### src/rtl/vram_pkg.sv
// Shared widths, phase constants and return-owner tags for the VRAM time-slot scheduler.
package vram_pkg;

    localparam int unsigned VRAM_ADDR_W = 19;
    localparam int unsigned VRAM_DATA_W = 8;
    localparam int unsigned PH_W        = 2;

    localparam logic [PH_W-1:0] PH_DISP = PH_W'(0);
    localparam logic [PH_W-1:0] PH_PCK  = PH_W'(3);

    // Who owns RAM read data in the cycle after an access
    typedef enum logic [1:0] {
        NONE = 2'd0,
        DISP = 2'd1,
        RD   = 2'd2
    } owner_e;

endpackage

### src/rtl/vram_slot_arb.sv
// Grant logic for the shared VRAM slots. VRAM_SCHED_RR_EN selects round-robin on
// contention; otherwise the writer always wins.
module vram_slot_arb
    import vram_pkg::*;
(
`ifdef VRAM_SCHED_RR_EN
    input  logic clk,
    input  logic rst,
`endif
    input  logic shared,
    input  logic wr_valid,
    input  logic rd_valid,
    output logic wr_gnt_c,
    output logic rd_gnt_c
);

`ifdef VRAM_SCHED_RR_EN
    logic contend_c;
    logic rd_turn;

    assign contend_c = shared && wr_valid && rd_valid;

    // Pointer moves only when both sides actually competed for a slot
    always_ff @(posedge clk or posedge rst) begin
        if (rst) begin
            rd_turn <= 1'b0;
        end else if (contend_c) begin
            rd_turn <= !rd_turn;
        end
    end

    always_comb begin
        wr_gnt_c = 1'b0;
        rd_gnt_c = 1'b0;
        if (contend_c) begin
            wr_gnt_c = !rd_turn;
            rd_gnt_c = rd_turn;
        end else begin
            wr_gnt_c = shared && wr_valid;
            rd_gnt_c = shared && rd_valid;
        end
    end
`else
    assign wr_gnt_c = shared && wr_valid;
    assign rd_gnt_c = shared && rd_valid && !wr_valid;
`endif

endmodule

### src/rtl/vram_sched.sv
// Time-slot scheduler for the single-port VRAM: slot 0 of each 4-cycle period is the
// display fetch, slots 1-3 are shared by writer and reader (policy via VRAM_SCHED_RR_EN).
module vram_sched
    import vram_pkg::*;
#(
    parameter int unsigned ADDR_W = VRAM_ADDR_W,
    parameter int unsigned DATA_W = VRAM_DATA_W
) (
    input  logic              sysclk,
    input  logic              rst,
    output logic              pck_en,
    input  logic              disp_req,
    input  logic [ADDR_W-1:0] disp_addr,
    output logic [DATA_W-1:0] disp_data,
    output logic              disp_vld,
    input  logic              wr_valid,
    input  logic [ADDR_W-1:0] wr_addr,
    input  logic [DATA_W-1:0] wr_data,
    output logic              wr_ready,
    input  logic              rd_valid,
    input  logic [ADDR_W-1:0] rd_addr,
    output logic              rd_ready,
    output logic [DATA_W-1:0] rd_data,
    output logic              rd_dvld,
    output logic [ADDR_W-1:0] ram_addr,
    output logic              ram_we,
    output logic [DATA_W-1:0] ram_wdata,
    input  logic [DATA_W-1:0] ram_rdata
);

    logic [PH_W-1:0]   phase;
    logic              disp_slot_c;
    logic              shared_c;
    logic              wr_gnt_c;
    logic              rd_gnt_c;
    logic              disp_gnt_c;
    owner_e            owner_c;
    owner_e            tag_q;
    logic [ADDR_W-1:0] addr_c;
    logic [ADDR_W-1:0] addr_q;
    logic [DATA_W-1:0] wdata_c;
    logic [DATA_W-1:0] wdata_q;
    logic              we_c;

    always_ff @(posedge sysclk or posedge rst) begin
        if (rst) begin
            phase <= PH_DISP;
        end else begin
            phase <= phase + PH_W'(1);
        end
    end

    assign pck_en = (phase == PH_PCK);

    // Grants are suppressed while reset is held so the RAM port shows its reset values
    assign disp_slot_c = !rst && (phase == PH_DISP);
    assign shared_c    = !rst && (phase != PH_DISP);
    assign disp_gnt_c  = disp_slot_c && disp_req;

    vram_slot_arb u_arb (
`ifdef VRAM_SCHED_RR_EN
        .clk      (sysclk),
        .rst      (rst),
`endif
        .shared   (shared_c),
        .wr_valid (wr_valid),
        .rd_valid (rd_valid),
        .wr_gnt_c (wr_gnt_c),
        .rd_gnt_c (rd_gnt_c)
    );

    assign wr_ready = wr_gnt_c;
    assign rd_ready = rd_gnt_c;

    // RAM port mux; address and write data hold their last granted values when idle
    always_comb begin
        owner_c = NONE;
        addr_c  = addr_q;
        wdata_c = wdata_q;
        we_c    = 1'b0;
        if (disp_gnt_c) begin
            owner_c = DISP;
            addr_c  = disp_addr;
        end else if (wr_gnt_c) begin
            addr_c  = wr_addr;
            wdata_c = wr_data;
            we_c    = 1'b1;
        end else if (rd_gnt_c) begin
            owner_c = RD;
            addr_c  = rd_addr;
        end
    end

    assign ram_addr  = addr_c;
    assign ram_wdata = wdata_c;
    assign ram_we    = we_c;

    always_ff @(posedge sysclk or posedge rst) begin
        if (rst) begin
            addr_q  <= '0;
            wdata_q <= '0;
            tag_q   <= NONE;
        end else begin
            addr_q  <= addr_c;
            wdata_q <= wdata_c;
            tag_q   <= owner_c;
        end
    end

    // Return path: the tag says whose access produced this cycle's RAM data
    always_ff @(posedge sysclk or posedge rst) begin
        if (rst) begin
            disp_data <= '0;
            disp_vld  <= 1'b0;
            rd_data   <= '0;
            rd_dvld   <= 1'b0;
        end else begin
            disp_vld <= (tag_q == DISP);
            rd_dvld  <= (tag_q == RD);
            if (tag_q == DISP) begin
                disp_data <= ram_rdata;
            end
            if (tag_q == RD) begin
                rd_data <= ram_rdata;
            end
        end
    end

endmodule

### config.mk
export PLATFORM = sky130hd
export DESIGN_NAME = vram_sched
export DESIGN_NICKNAME = d
export VERILOG_FILES = /design/src/rtl/vram_pkg.sv /design/src/rtl/vram_slot_arb.sv /design/src/rtl/vram_sched.sv
export SDC_FILE = /design/constraint.sdc
export NUM_CORES = 1
export LEC_CHECK = 0
export CORE_ASPECT_RATIO = 1.1
export CORE_MARGIN = 4
export CORE_UTILIZATION = 46
export CTS_BUF_LIST = sky130_fd_sc_hd__clkbuf_8
export DETAILED_ROUTE_END_ITERATION = 7
export GPL_TIMING_DRIVEN = 0
export PLACE_DENSITY = 0.95
export SLEW_MARGIN = 25
export SYNTH_ARGS = -nofsm -noshare
export SYNTH_HDL_FRONTEND = slang
export SYNTH_SLANG_ARGS = --single-unit
### constraint.sdc
create_clock -name sysclk -period 3.2 [get_ports sysclk]
set_input_delay 0.32 -clock sysclk [delete_from_list [all_inputs] [get_ports sysclk]]
set_output_delay 0.32 -clock sysclk [all_outputs]
set_load 0.03 [all_outputs]
==> flow_metrics.tcl <==
set metrics [dict create \
    syn-num-nets 325 \
    utilization_pct 75.9 \
    stdcell_count 454 \
    final_cell_area_sq_um 4200 \
    critPathRequiredTime_ns 2.88 \
    fp.dieW_um 80.9 \
    area_delta_synth_final_pct 56.3 \
    final_common_cell "clkdlybuf4s50_1" \
    slew_headroom_pct 63.0 \
    cts_buffers 5 \
    path_clk_slew_ns 0.09 \
    clock-sinks 49 \
    first_pass_iters 4 \
    min_from "phase[0]$_DFF_PP0_" \
    period_needed_ns 2.91 \
    worst_setup_path_start_kind "register" \
    drive_gt1_share_pct 23.0 \
    grt_pass1_vias 2889 \
    grt_pass1_wl_um 14300 \
    p_leak_nw 1.82 \
    synth_area_sq_um 2690 \
    p_per_area_nw_per_um2 424 \
    syn_avg_cell_area_sq_um 11.0 \
    coreArea_sq_um 5540 \
    dieArea_sq_um 7130 \
    min_path_type "reg -> reg" \
    antenna_cells 0 \
    grt.total_usage_pct 25.9 \
    tritoncts "built" \
    setup_tns_ns 0 \
    place.gp.congestion 0.808 \
    cts_max_path_buffers 2 \
    maxSlewViolCount 0 \
    hold_violations 0 \
    mostFrequentLayoutCells "clkdlybuf4s50_1, dfrtp_1, o21ai_0, mux2_2" \
    cap_violations 0 \
    ios 127 \
    dp_hpwl_um 6840 \
    crit_type "reg -> out" \
    finClkSkew_ns 0.00152 \
    overflow 0 \
    cts_resized 3 \
    start_util_pct 48.6 \
    drcViolationCount 0 \
    grt_max_degree 26 \
    synth_cell_types 24 \
    place_area_sq_um 4060 \
    timing.fmax_mhz 343 \
    ir_drop_mv 0.223 \
    setup_viol 0 \
    post-cts-setup-buffers 0 \
    numPortBuffers 126 \
    min_path_cells 1 \
    routedWlPerCell_um 20.5 \
    min_to "phase[0]$_DFF_PP0_" \
    antenna_found_initial 0 \
    tightest_slew_ns 0.555 \
    die_y_um 88.2 \
    h-tree-depth 2 \
    dp_cells 447 \
    crit_arrival_ns 2.59 \
    yosysSeqAreaShare_pct 45.6 \
    clock-root-buffer "clkbuf_8" \
    synthCells 245 \
    n_fill_cell 380 \
    crit_path_max_fanout 10 \
    fp-row-count 28 \
    synth_warnings 0 \
    r2r_slack_ns 1.22 \
    r2r-start "phase[0]$_DFF_PP0_" \
    clk_latency_ns 0.30 \
    outcome "finished clean" \
    vias 2720 \
    routed_wl_um 9300 \
    worst_r2r_path_depth 7 \
    period_share_pct 91.0 \
    drtIter0Drc 173 \
    crit_path_end_kind "output pin" \
    synth_seq_cells 49 \
    r2r-end "addr_q[3]$_DFF_PP0_" \
    nets 458 \
    avgViaCountPerCell 5.99 \
    ctsHoldBuffers 0 \
    rsz0062_at_grt "false" \
    postRouteAntennaNets 0 \
]
-- synthesized netlist by cell type --
cell type   n  area [sq um]
a221oi_1    3          26.3
a221oi_2   16           240
a31oi_1    19           119
and3_1      2          12.5
and3b_2     1          10.0
buf_2       6          30.0
buf_4       1          7.51
buf_6       2          22.5
clkbuf_1   13          48.8
clkbuf_2    2          10.0
dfrtp_1    49          1230
ha_1        2          25.0
inv_1       4          15.0
mux2_2     24           270
nand2_1    19          71.3
nor2_1      1          3.75
nor2b_1     3          18.8
nor3_1      1          5.00
nor3_4      1          16.3
o21ai_0    37           185
o21ai_1     1          5.00
or2_2      19           119
or4b_1     16           160
or4b_4      3          41.3
-- flip-flops by register name, indices dropped and copies added (netlist names) --
| signal | flops |
|---|---|
| disp_vld | 1 |
| tag_q | 2 |
| disp_data | 8 |
| rd_dvld | 1 |
| addr_q | 19 |
| phase | 2 |
| rd_data | 8 |
| wdata_q | 8 |
-- final cells by class --
class / instances / area [sq um] / area share [%]
Buffer: 23 / 118 / 2.80
Clock buffer: 6 / 82.6 / 1.96
Clock inverter: 2 / 13.8 / 0.327
Inverter: 4 / 15.0 / 0.357
Multi-Input combinational cell: 168 / 1330 / 31.6
Sequential cell: 49 / 1230 / 29.2
Tap cell: 75 / 93.8 / 2.23
Timing Repair Buffer: 127 / 1330 / 31.5
-- per-layer routing --
metal	up-vias	track usage (%)	wire length, um
met5	-	0	0
met4	0	9.83	244
met3	25	5.45	763
met2	174	45.2	4860
met1	1335	31.3	3430
li1	1186	-	-
-- worst max path at each step --
stage / to / startpoint / cells past startpoint
global route: ram_addr[8] / phase[0]$_DFF_PP0_ / 8
floorplan: ram_addr[2] / phase[0]$_DFF_PP0_ / 7
global placement: ram_addr[0] / rst / 7
finish: ram_addr[8] / phase[0]$_DFF_PP0_ / 8
detailed placement: ram_addr[3] / rst / 7
CTS: ram_addr[3] / phase[0]$_DFF_PP0_ / 8
-- per-stage QoR --
step                      power, mW  hold slack (ns)  worst slack, ns
after global placement         1.38            0.429            0.183
after CTS                      1.79            0.452          0.00635
final                          1.78            0.452            0.288
after detailed placement       1.41            0.439           0.0347
after floorplan                1.08            0.418             1.02
after global routing           1.85            0.484            0.149
-- logic make-up (layout without fill, tap and decap cells) --
kind of cell,Yosys count,count (layout),synth area share (%)
compound gates,76,76,21.4
fa+ha+maj,2,2,0.931
buf+inv,28,162,4.98
flops,49,49,45.6
mux,24,24,10.1
simple gates,66,66,17.0
-- report_power, final --
part	internal, mW	switching (mW)
Clock	0.176	0.209
Combinational	0.316	0.343
Sequential	0.699	0.0382
-- critical path, stage by stage (launching register included) --
cell	delay (ns)
dfrtp_1	0.36
inv_1	0.06
ha_1	0.26
buf_2	0.22
nor2_1	0.21
clkbuf_2	0.27
o21ai_0	0.14
a31oi_1	0.30
dlygate4sd2_1	0.47
Power figures use the tool's default switching activity.
